`src/rtl/sync_fifo_pkg.sv`:
```
// rtl/sync_fifo_pkg.sv - sizing and pointer helpers shared by the sync_fifo files
//
// Purpose: width helpers and the pointer wrap rule, so that the interface,
// the storage and the control logic all size and advance pointers the same way.
// No ports (package).

package sync_fifo_pkg;

  // Bits needed to hold an occupancy of 0..depth inclusive.
  function automatic int lvl_width(input int depth);
    return $clog2(depth + 1);
  endfunction

  // Bits needed to address depth entries; never less than 1 so that an
  // illegal depth still elaborates far enough to report its own error.
  function automatic int ptr_width(input int depth);
    return (depth < 2) ? 1 : $clog2(depth);
  endfunction

  // Explicit compare against the last index lets DEPTH be any integer,
  // not only a power of two.
  function automatic int ptr_next(input int ptr, input int depth);
    return (ptr == depth - 1) ? 0 : ptr + 1;
  endfunction

endpackage

```
`src/rtl/sync_fifo_if.sv`:
```
// rtl/sync_fifo_if.sv - write/read/status bundle between a producer-consumer and sync_fifo
//
// Purpose: groups the FIFO's data, handshake and status signals.
// Modports:
//   master - the user side: drives i_wdata, i_wen, i_ren (and i_wm_clr),
//            observes all o_* signals.
//   slave  - the FIFO side: the mirror image.
// Signals:
//   i_wdata/i_wen            write word and write request
//   i_ren                    read request (pop in FWFT mode)
//   o_rdata                  read word
//   o_full/o_almost_full     occupancy flags, write side
//   o_empty/o_almost_empty   occupancy flags, read side
//   o_level                  occupancy 0..DEPTH
//   o_overflow/o_underflow   one-cycle rejected-request pulses
// Optional (macro SYNC_FIFO_WATERMARK_EN):
//   i_wm_clr                 clear high-water mark to current level
//   o_max_level              high-water mark of o_level since reset/clear

interface sync_fifo_if #(
  parameter int WIDTH = 8,
  parameter int DEPTH = 5
);
  import sync_fifo_pkg::*;

  localparam int LVL_W = lvl_width(DEPTH);

  logic [WIDTH-1:0] i_wdata;
  logic             i_wen;
  logic             o_full;
  logic             o_almost_full;
  logic [WIDTH-1:0] o_rdata;
  logic             i_ren;
  logic             o_empty;
  logic             o_almost_empty;
  logic [LVL_W-1:0] o_level;
  logic             o_overflow;
  logic             o_underflow;

`ifdef SYNC_FIFO_WATERMARK_EN
  logic             i_wm_clr;
  logic [LVL_W-1:0] o_max_level;

  modport master (
    output i_wdata, i_wen, i_ren, i_wm_clr,
    input  o_full, o_almost_full, o_rdata, o_empty, o_almost_empty,
           o_level, o_overflow, o_underflow, o_max_level
  );

  modport slave (
    input  i_wdata, i_wen, i_ren, i_wm_clr,
    output o_full, o_almost_full, o_rdata, o_empty, o_almost_empty,
           o_level, o_overflow, o_underflow, o_max_level
  );
`else
  modport master (
    output i_wdata, i_wen, i_ren,
    input  o_full, o_almost_full, o_rdata, o_empty, o_almost_empty,
           o_level, o_overflow, o_underflow
  );

  modport slave (
    input  i_wdata, i_wen, i_ren,
    output o_full, o_almost_full, o_rdata, o_empty, o_almost_empty,
           o_level, o_overflow, o_underflow
  );
`endif

endinterface

```
`src/rtl/sync_fifo_mem.sv`:
```
// rtl/sync_fifo_mem.sv - fifo_mem: DEPTH x WIDTH storage, one write port, async read port
//
// Purpose: plain register-file storage for sync_fifo. Contents are not reset;
// the controller's level register decides which entries are meaningful.
// Ports:
//   i_clk    clock, write on rising edge
//   i_we     write enable
//   i_waddr  write index 0..DEPTH-1
//   i_wdata  write word
//   i_raddr  read index 0..DEPTH-1
//   o_rdata  word at i_raddr (combinational)

module fifo_mem
  import sync_fifo_pkg::*;
#(
  parameter int WIDTH = 8,
  parameter int DEPTH = 5
) (
  input  logic                         i_clk,
  input  logic                         i_we,
  input  logic [ptr_width(DEPTH)-1:0]  i_waddr,
  input  logic [WIDTH-1:0]             i_wdata,
  input  logic [ptr_width(DEPTH)-1:0]  i_raddr,
  output logic [WIDTH-1:0]             o_rdata
);

  logic [WIDTH-1:0] mem [DEPTH];

  always_ff @(posedge i_clk) begin
    if (i_we) begin
      mem[i_waddr] <= i_wdata;
    end
  end

  assign o_rdata = mem[i_raddr];

endmodule

```
`src/rtl/sync_fifo.sv`:
```
// rtl/sync_fifo.sv - single-clock FIFO, any depth, FWFT or registered read, level and threshold flags
//
// Purpose: intra-domain buffer between pipeline stages. Owns the write/read
// pointers, the level register, all flags and the read data register;
// storage lives in fifo_mem.
// Ports:
//   i_clk    clock, all state on the rising edge
//   i_rst_n  asynchronous active-low reset
//   bus      sync_fifo_if.slave: i_wdata/i_wen, i_ren, o_rdata, o_full,
//            o_almost_full, o_empty, o_almost_empty, o_level, o_overflow,
//            o_underflow (plus i_wm_clr/o_max_level with the macro below)
// Optional feature: define SYNC_FIFO_WATERMARK_EN to add the high-water mark.

module sync_fifo
  import sync_fifo_pkg::*;
#(
  parameter int WIDTH     = 8,
  parameter int DEPTH     = 5,
  parameter int FWFT      = 0,
  parameter int AF_THRESH = DEPTH - 1,
  parameter int AE_THRESH = 1
) (
  input  logic        i_clk,
  input  logic        i_rst_n,
  sync_fifo_if.slave  bus
);

  localparam int LVL_W = lvl_width(DEPTH);
  localparam int PTR_W = ptr_width(DEPTH);

  if (DEPTH < 2) begin : g_bad_depth
    $error("sync_fifo: DEPTH must be >= 2");
  end
  if (AF_THRESH < 1 || AF_THRESH > DEPTH) begin : g_bad_af
    $error("sync_fifo: AF_THRESH must be in 1..DEPTH");
  end
  if (AE_THRESH < 0 || AE_THRESH > DEPTH - 1) begin : g_bad_ae
    $error("sync_fifo: AE_THRESH must be in 0..DEPTH-1");
  end

  logic [PTR_W-1:0] wptr_q, wptr_d;
  logic [PTR_W-1:0] rptr_q, rptr_d;
  logic [LVL_W-1:0] level_q, level_d;
  logic             overflow_q, overflow_d;
  logic             underflow_q, underflow_d;
  logic             full, empty, wa, ra;
  logic [WIDTH-1:0] mem_rdata;

  // Flags decode the level register alone, so they never glitch on the
  // request inputs and carry no extra latency.
  assign full  = (level_q == LVL_W'(DEPTH));
  assign empty = (level_q == '0);

  // A full FIFO rejects writes even when a read happens in the same cycle,
  // and an empty one rejects reads even alongside a write.
  assign wa = bus.i_wen & ~full;
  assign ra = bus.i_ren & ~empty;

  always_comb begin
    wptr_d      = wptr_q;
    rptr_d      = rptr_q;
    level_d     = level_q;
    overflow_d  = bus.i_wen & full;
    underflow_d = bus.i_ren & empty;
    if (wa) begin
      wptr_d = PTR_W'(ptr_next(int'(wptr_q), DEPTH));
    end
    if (ra) begin
      rptr_d = PTR_W'(ptr_next(int'(rptr_q), DEPTH));
    end
    if (wa && !ra) begin
      level_d = level_q + LVL_W'(1);
    end else if (!wa && ra) begin
      level_d = level_q - LVL_W'(1);
    end
  end

  always_ff @(posedge i_clk or negedge i_rst_n) begin
    if (!i_rst_n) begin
      wptr_q      <= '0;
      rptr_q      <= '0;
      level_q     <= '0;
      overflow_q  <= 1'b0;
      underflow_q <= 1'b0;
    end else begin
      wptr_q      <= wptr_d;
      rptr_q      <= rptr_d;
      level_q     <= level_d;
      overflow_q  <= overflow_d;
      underflow_q <= underflow_d;
    end
  end

  fifo_mem #(
    .WIDTH (WIDTH),
    .DEPTH (DEPTH)
  ) u_mem (
    .i_clk   (i_clk),
    .i_we    (wa),
    .i_waddr (wptr_q),
    .i_wdata (bus.i_wdata),
    .i_raddr (rptr_q),
    .o_rdata (mem_rdata)
  );

  if (FWFT != 0) begin : g_fwft
    // Head word shows through directly. Masking while empty keeps the
    // output at zero after reset instead of exposing unreset storage.
    assign bus.o_rdata = empty ? '0 : mem_rdata;
  end else begin : g_reg_read
    logic [WIDTH-1:0] rdata_q, rdata_d;

    always_comb begin
      rdata_d = rdata_q;
      if (ra) begin
        rdata_d = mem_rdata;
      end
    end

    always_ff @(posedge i_clk or negedge i_rst_n) begin
      if (!i_rst_n) begin
        rdata_q <= '0;
      end else begin
        rdata_q <= rdata_d;
      end
    end

    assign bus.o_rdata = rdata_q;
  end

`ifdef SYNC_FIFO_WATERMARK_EN
  logic [LVL_W-1:0] max_level_q, max_level_d;

  // Clear wins over tracking; clearing lands on the pre-edge level.
  always_comb begin
    max_level_d = max_level_q;
    if (bus.i_wm_clr) begin
      max_level_d = level_q;
    end else if (level_d > max_level_q) begin
      max_level_d = level_d;
    end
  end

  always_ff @(posedge i_clk or negedge i_rst_n) begin
    if (!i_rst_n) begin
      max_level_q <= '0;
    end else begin
      max_level_q <= max_level_d;
    end
  end

  assign bus.o_max_level = max_level_q;
`endif

  assign bus.o_full         = full;
  assign bus.o_empty        = empty;
  assign bus.o_almost_full  = (level_q >= LVL_W'(AF_THRESH));
  assign bus.o_almost_empty = (level_q <= LVL_W'(AE_THRESH));
  assign bus.o_level        = level_q;
  assign bus.o_overflow     = overflow_q;
  assign bus.o_underflow    = underflow_q;

endmodule

```
`src/flat_wrapper.sv`:
```
// flat-port wrapper written by rule: the top's interface ports become plain ports
module sync_fifo_flat import sync_fifo_pkg::*;
#(
  parameter int WIDTH     = 8,
  parameter int DEPTH     = 5,
  parameter int FWFT      = 0,
  parameter int AF_THRESH = DEPTH - 1,
  parameter int AE_THRESH = 1
)
  (i_clk, i_rst_n, bus_i_wdata, bus_i_wen, bus_i_ren, bus_o_full, bus_o_almost_full, bus_o_rdata, bus_o_empty, bus_o_almost_empty, bus_o_level, bus_o_overflow, bus_o_underflow);
  sync_fifo_if #(.WIDTH(WIDTH), .DEPTH(DEPTH)) bus_i ();
  input  logic i_clk;
  input  logic i_rst_n;
  input wire logic [$bits(bus_i.i_wdata)-1:0] bus_i_wdata;
  input wire logic [$bits(bus_i.i_wen)-1:0] bus_i_wen;
  input wire logic [$bits(bus_i.i_ren)-1:0] bus_i_ren;
  output wire logic [$bits(bus_i.o_full)-1:0] bus_o_full;
  output wire logic [$bits(bus_i.o_almost_full)-1:0] bus_o_almost_full;
  output wire logic [$bits(bus_i.o_rdata)-1:0] bus_o_rdata;
  output wire logic [$bits(bus_i.o_empty)-1:0] bus_o_empty;
  output wire logic [$bits(bus_i.o_almost_empty)-1:0] bus_o_almost_empty;
  output wire logic [$bits(bus_i.o_level)-1:0] bus_o_level;
  output wire logic [$bits(bus_i.o_overflow)-1:0] bus_o_overflow;
  output wire logic [$bits(bus_i.o_underflow)-1:0] bus_o_underflow;
  assign bus_i.i_wdata = bus_i_wdata;
  assign bus_i.i_wen = bus_i_wen;
  assign bus_i.i_ren = bus_i_ren;
  assign bus_o_full = bus_i.o_full;
  assign bus_o_almost_full = bus_i.o_almost_full;
  assign bus_o_rdata = bus_i.o_rdata;
  assign bus_o_empty = bus_i.o_empty;
  assign bus_o_almost_empty = bus_i.o_almost_empty;
  assign bus_o_level = bus_i.o_level;
  assign bus_o_overflow = bus_i.o_overflow;
  assign bus_o_underflow = bus_i.o_underflow;
  sync_fifo #(.WIDTH(WIDTH), .DEPTH(DEPTH), .FWFT(FWFT), .AF_THRESH(AF_THRESH), .AE_THRESH(AE_THRESH)) u_core (.i_clk(i_clk), .i_rst_n(i_rst_n), .bus(bus_i));
endmodule
```
`config.mk`:
```
export PLATFORM = sky130hd
export DESIGN_NAME = sync_fifo_flat
export DESIGN_NICKNAME = d
export VERILOG_FILES = /design/src/rtl/sync_fifo_pkg.sv /design/src/rtl/sync_fifo_if.sv /design/src/rtl/sync_fifo_mem.sv /design/src/rtl/sync_fifo.sv /design/src/flat_wrapper.sv
export SDC_FILE = /design/constraint.sdc
export NUM_CORES = 1
export LEC_CHECK = 0
export ABC_AREA = 1
export CORE_MARGIN = 8
export CORE_UTILIZATION = 54
export DETAILED_ROUTE_END_ITERATION = 7
export GPL_TIMING_DRIVEN = 0
export PLACE_DENSITY = 0.77
export SYNTH_ARGS = -nofsm -noshare
export SYNTH_HDL_FRONTEND = slang
export SYNTH_HIERARCHICAL = 1
export SYNTH_SLANG_ARGS = --single-unit
export TNS_END_PERCENT = 1
```
`constraint.sdc`:
```
create_clock -name i_clk -period 2.3 [get_ports i_clk]
set_clock_uncertainty 0.15 [all_clocks]
set_input_delay 0.23 -clock i_clk [delete_from_list [all_inputs] [get_ports i_clk]]
set_output_delay 0.23 -clock i_clk [all_outputs]
set_load 0.05 [all_outputs]
```
==> flow_summary.toml, run 1 <==
[clocking]
cts_max_level = 3
clk_latency_ns = 0.32
clk_pin_slew_worst_paths_ns = 0.06
max-clock-path-buffers = 2
cts-root-buf = "clkbuf_8"
numCtsBuffers = 9
cts_tree = "built"
clock_sinks = 59
post_cts_buffers = 0

[layout]
syn2layout_area_growth_pct = 20.5
nFillCells = 381
drive_gt1_share_pct = 9.79
instances_no_fill = 394
n_antenna_cell = 0
final_common_cell = "nand2_1"
fin_nets = 344
final_cell_mix = "104 x nand2_1, 50 x inv_1, 40 x edfxtp_1, 25 x clkdlybuf4s50_1, 19 x dfrtp_1"

[sta]
relSlewSlack_pct = 44.1
grt_setup_unrepaired = "no"
finalCritPeriodShare_pct = 91.7
report.final.slew_viol_count = 0
fmax_mhz = 474
fin_crit_ns = 2.11
tightest_slew_ns = 0.835
finalSetupViolations = 0
final-hold-violation-count = 0
fin_hold_ws_ns = 0.236

[placed_design]
placed_cells = 379
place_hpwl_um = 3540
port_buffers = 28
gp_congestion = 0.850

[global_route]
grt_max_degree = 20
grt_pass1_wl_um = 8340
overflow = 0
antenna_found_initial = 0
grt_pass1_vias = 1822
use_met2_pct = 23.8
grt_busiest_layer = "met2"
grt_use_total_pct = 14.8
use_met1_pct = 17.2
use_met3_pct = 3.69

[power_and_ir_drop]
switchingPower_mw = 1.95
pwr-share-clk_pct = 16.8
power.density_nw_per_um2 = 1360
combPwrFrac_pct = 47.8
p_leak_nw = 1.58
p_int_mw = 2.48
irDropWorstVdd_uv = 891
seqPwrFrac_pct = 35.5
swShare_pct = 44.1

[yosys]
ys_ff_latch = 59
syn_nets = 305
syn_avg_cell_area_sq_um = 9.53
ys_seq_area_share_pct = 61.9
synthCells = 284
yosys_warnings = 6
synth.distinct_cells = 23
syn_area_sq_um = 2710

[setup_path]
crit_fanout = 5
critPathLaunchType = "flip-flop"
arrival_ns = 1.73
worst_setup_path_end_kind = "output pin"
worstSetupPathType = "flip-flop to output pin"
required_ns = 1.92

[routing]
vias_per_cell = 4.78
drtAntennaViolNets = 0
drt_iter0_drc = 99
num_vias = 1885
dr.pass1.iters = 4
drc_errors = 0
wl_um = 5110
wl_per_cell_um = 13.0

[floorplanning]
coreArea_sq_um = 4790
die-area_sq_um = 7540
die_h_um = 86.8
die_w_um = 86.8
pin_count = 29
rows = 25
initial_core_util_pct = 56.6

[status]
status = "complete, no violations"

[flow_run]
maxCapViolations = 0

[hold_path]
min_path_type = "input pin to async pin"
-- Yosys cell counts --
| library cell | number | area share [%] |
|---|---|---|
| buf_1 | 1 | 0.14 |
| buf_4 | 1 | 0.28 |
| nand3_1 | 18 | 3.3 |
| o21ai_2 | 1 | 0.32 |
| nor3_1 | 3 | 0.55 |
| xor2_1 | 1 | 0.32 |
| a21oi_1 | 3 | 0.55 |
| or2_1 | 1 | 0.23 |
| o21ai_0 | 4 | 0.74 |
| inv_4 | 1 | 0.23 |
| buf_6 | 4 | 1.7 |
| clkbuf_1 | 1 | 0.14 |
| dfrtp_1 | 19 | 18 |
| o21ai_1 | 2 | 0.37 |
| ha_1 | 9 | 4.2 |
| nor2_1 | 11 | 1.5 |
| edfxtp_1 | 40 | 44 |
| inv_1 | 51 | 7.1 |
| inv_2 | 4 | 0.55 |
| buf_2 | 1 | 0.18 |
| xnor2_1 | 1 | 0.32 |
| nand2_1 | 105 | 15 |
| nand2_4 | 2 | 0.83 |
-- power groups by stage --
stage               combinational, mW  sequential [mW]  clock (mW)
finish                           2.12             1.57       0.742
detailed placement               2.11             1.59           0
CTS                              2.09             1.57       0.757
floorplan                        1.15             1.92           0
global route                     2.32             1.60       0.815
global placement                 2.04             1.58           0
-- flip-flops by register name (all words and copies together), names as in the netlist --
signal,count
u_core/bus.o_underflow,1
u_core/bus.o_level,3
u_core/bus.o_rdata,8
u_core/u_mem/mem,40
u_core/rptr_q,3
u_core/wptr_q,3
u_core/bus.o_overflow,1
-- repair_timing --
item	in CTS	in global routing
gates cloned	0	0
hold buffers	0	0
gates resized for setup	3	8
endpoints found under the setup margin	35	40
-- critical path, stage by stage (launching register included) --
cell,delay (ns)
dfrtp_1,0.43
inv_1,0.13
ha_1,0.20
nand2_4,0.08
inv_1,0.05
dlygate4sd2_1,0.52
-- final cells by class --
class                      count  area (sq um)  area share (%)
buffer                         8          65.1            1.99
clock buffer                  10           128            3.91
clock inverter                 5          21.3           0.652
inverter                      56           213            6.52
multi-input combinational    161           800            24.5
sequential                    59          1680            51.4
tap                           67          83.8            2.57
timing repair buffer          28           277            8.47
-- metal layers --
metal  wire (um)  vias to the layer above
met3         191                        8
met2        2560                       40
met4         102                        0
met5           0                        -
li1            -                      949
met1        2260                      888
-- logic make-up (layout without fill, tap and decap cells) --
family          count (synthesis)  in the layout  synth area share (%)
compound gates                 10             10                  1.99
xor+xnor                        2              2                 0.647
fa+ha+maj                       9              9                  4.16
buf+inv                        64            107                  10.3
flops                          59             59                  61.9
simple gates                  140            140                  21.0
-- through the flow --
step / cell area [sq um] / total power [mW] / setup TNS [ns] / utilization (%) / setup WS [ns]
detailed placement: 3090 / 3.70 / -1.81 / 64.5 / -0.0972
floorplan: 2720 / 3.07 / -1.57 / - / -0.0525
global route: 3260 / 4.74 / 0 / 68.2 / 0.0102
global placement: 3090 / 3.63 / -0.596 / 64.5 / -0.0447
finish: 3260 / 4.43 / 0 / 68.2 / 0.191
CTS: 3230 / 4.42 / -2.19 / 67.5 / -0.113
-- worst paths after layout --
check                                      startpoint                endpoint  slack, ns  depth (start not counted)
worst max-delay path            u_core/bus.o_level[0]             bus_o_empty       0.19                          5
worst min-delay path                          i_rst_n   u_core/bus.o_level[2]       0.24                          1
worst max register to register  u_core/bus.o_level[1]  u_core/u_mem/mem[3][6]       0.21                          7
worst min register to register  u_core/bus.o_rdata[4]   u_core/bus.o_rdata[4]       0.33                          2
max in group asynchronous                     i_rst_n        u_core/wptr_q[1]       1.25                          1
min in group i_clk                          bus_i_wen   u_core/bus.o_overflow       0.31                          3
Note: power is estimated with default switching activity, not from simulation.
==> run 2, diff against run 1 <==
--- a/config.mk
+++ b/config.mk
@@ -9,8 +9,9 @@
 export CORE_MARGIN = 8
 export CORE_UTILIZATION = 54
 export DETAILED_ROUTE_END_ITERATION = 7
+export DONT_BUFFER_PORTS = 1
 export GPL_TIMING_DRIVEN = 0
-export PLACE_DENSITY = 0.77
+export PLACE_DENSITY = 0.69
 export SYNTH_ARGS = -nofsm -noshare
 export SYNTH_HDL_FRONTEND = slang
 export SYNTH_HIERARCHICAL = 1
==> flow_summary.toml, run 2 (synthesis results as in run 1) <==
[status]
status = "complete, no violations"

[power_and_ir_drop]
p_leak_nw = 1.55
power.density_nw_per_um2 = 1370
irDropWorstVdd_uv = 680
p_total_mw = 4.34

[layout]
top_register = "u_core/u_mem/mem"
fin_nets = 333
instances_no_fill = 384
nFillCells = 391
post-route-util_pct = 66.5
regArea_sq_um = 1680
multiInputGateArea_sq_um = 812
syn2layout_area_growth_pct = 17.5
largest_reg_flops = 40
final_area_sq_um = 3180
n_antenna_cell = 0
final_common_cell = "nand2_1"
drive_gt1_share_pct = 14.2
final_cell_mix = "104 x nand2_1, 49 x inv_1, 40 x edfxtp_1, 18 x nand3_1, 16 x dfrtp_1"

[sta]
tightest_slew_ns = 0.867
finalSetupViolations = 0
relSlewSlack_pct = 42.0
fmax_mhz = 460
report.final.slew_viol_count = 0
grt_setup_unrepaired = "yes"
fin_crit_ns = 2.17
setup_tns_ns = 0
fin_hold_ws_ns = 0.0184
finalCritPeriodShare_pct = 94.6
final-hold-violation-count = 0
timing.final.ws_setup_ns = 0.125

[routing]
drc_errors = 0
vias_per_cell = 4.71
wl_per_cell_um = 14.3
dr.pass1.iters = 4
num_vias = 1810
drt_iter0_drc = 153
drtAntennaViolNets = 0
wl_um = 5480

[placed_design]
port_buffers = 0
gp_congestion = 0.799
place_ws_ns = -0.605
place_hpwl_um = 3570
placed_area_sq_um = 2810
placed_cells = 351

[clocking]
cts_max_level = 3
max-clock-path-buffers = 2
numCtsBuffers = 9
clock_sinks = 59
clk_pin_slew_worst_paths_ns = 0.07
cts_tree = "built"
cts-root-buf = "clkbuf_8"
clk_latency_ns = 0.32

[global_route]
grt_max_degree = 20
antenna_found_initial = 0
overflow = 0
grt_pass1_vias = 1891
grt_pass1_wl_um = 9410
grt_use_total_pct = 16.7

[hold_path]
worstHoldPathCells = 3
min_path_type = "input pin to flip-flop"

[floorplanning]
initial_core_util_pct = 56.6
coreArea_sq_um = 4790
die_h_um = 86.8
die_w_um = 86.8
rows = 25
pin_count = 29
die-area_sq_um = 7540

[setup_path]
rr_worst_depth = 8
arrival_ns = 2.06
worst_setup_path_end_kind = "flip-flop"
worstSetupPathType = "flip-flop to flip-flop"
crit_fanout = 7
critPathLaunchType = "flip-flop"
required_ns = 2.18

[flow_run]
maxCapViolations = 0
[run 2: what timing repair did]
action / CTS / global route
hold buffers: 11 / 0
pin swaps: 3 / 1
endpoints found under the setup margin: 43 / 34
hold endpoints to repair: 64 / 0
buffers inserted: 4 / 2
resized for setup: 11 / 4
[run 2: per-layer routing]
layer	global-route usage [%]	vias to the layer above	routed length, um
met4	9.08	0	69
met1	20.1	830	2340
li1	-	934	-
met2	26.9	39	2730
met5	0	-	0
met3	3.97	7	340
[run 2: worst paths after layout]
| kind | startpoint | endpoint | slack, ns |
|---|---|---|---|
| max in group asynchronous | i_rst_n | u_core/bus.o_level[0] | 1.09 |
| worst max register to register | u_core/bus.o_level[1] | u_core/u_mem/mem[4][0] | 0.13 |
| worst min register to register | u_core/u_mem/mem[4][1] | u_core/bus.o_rdata[1] | 0.40 |
| worst min-delay path | bus_i_wen | u_core/wptr_q[2] | 0.02 |
| worst max-delay path | u_core/bus.o_level[1] | u_core/u_mem/mem[4][0] | 0.13 |
| min in group asynchronous | i_rst_n | u_core/bus.o_rdata[2] | 0.32 |
[run 2: final cells by class]
type                            count  share of cell area, %
Buffer                              8                   2.04
Clock buffer                       14                   5.11
Clock inverter                      2                  0.315
Inverter                           56                   6.69
Multi-Input combinational cell    161                   25.5
Sequential cell                    59                   52.8
Tap cell                           67                   2.63
Timing Repair Buffer               17                   4.88
[run 2: where the power goes]
| part | internal, mW | switching (mW) |
|---|---|---|
| Clock | 0.448 | 0.373 |
| Combinational | 0.514 | 1.04 |
| Sequential | 1.42 | 0.545 |
[run 2: worst max-delay path, cell delays in order (launching register included)]
cell and delay, ns:
dfrtp_2 0.55, inv_2 0.10, ha_1 0.20, nand2_1 0.10, nand2_1 0.11, inv_2 0.15, nand2_4 0.10, nor3_4 0.22
buf_4 0.19
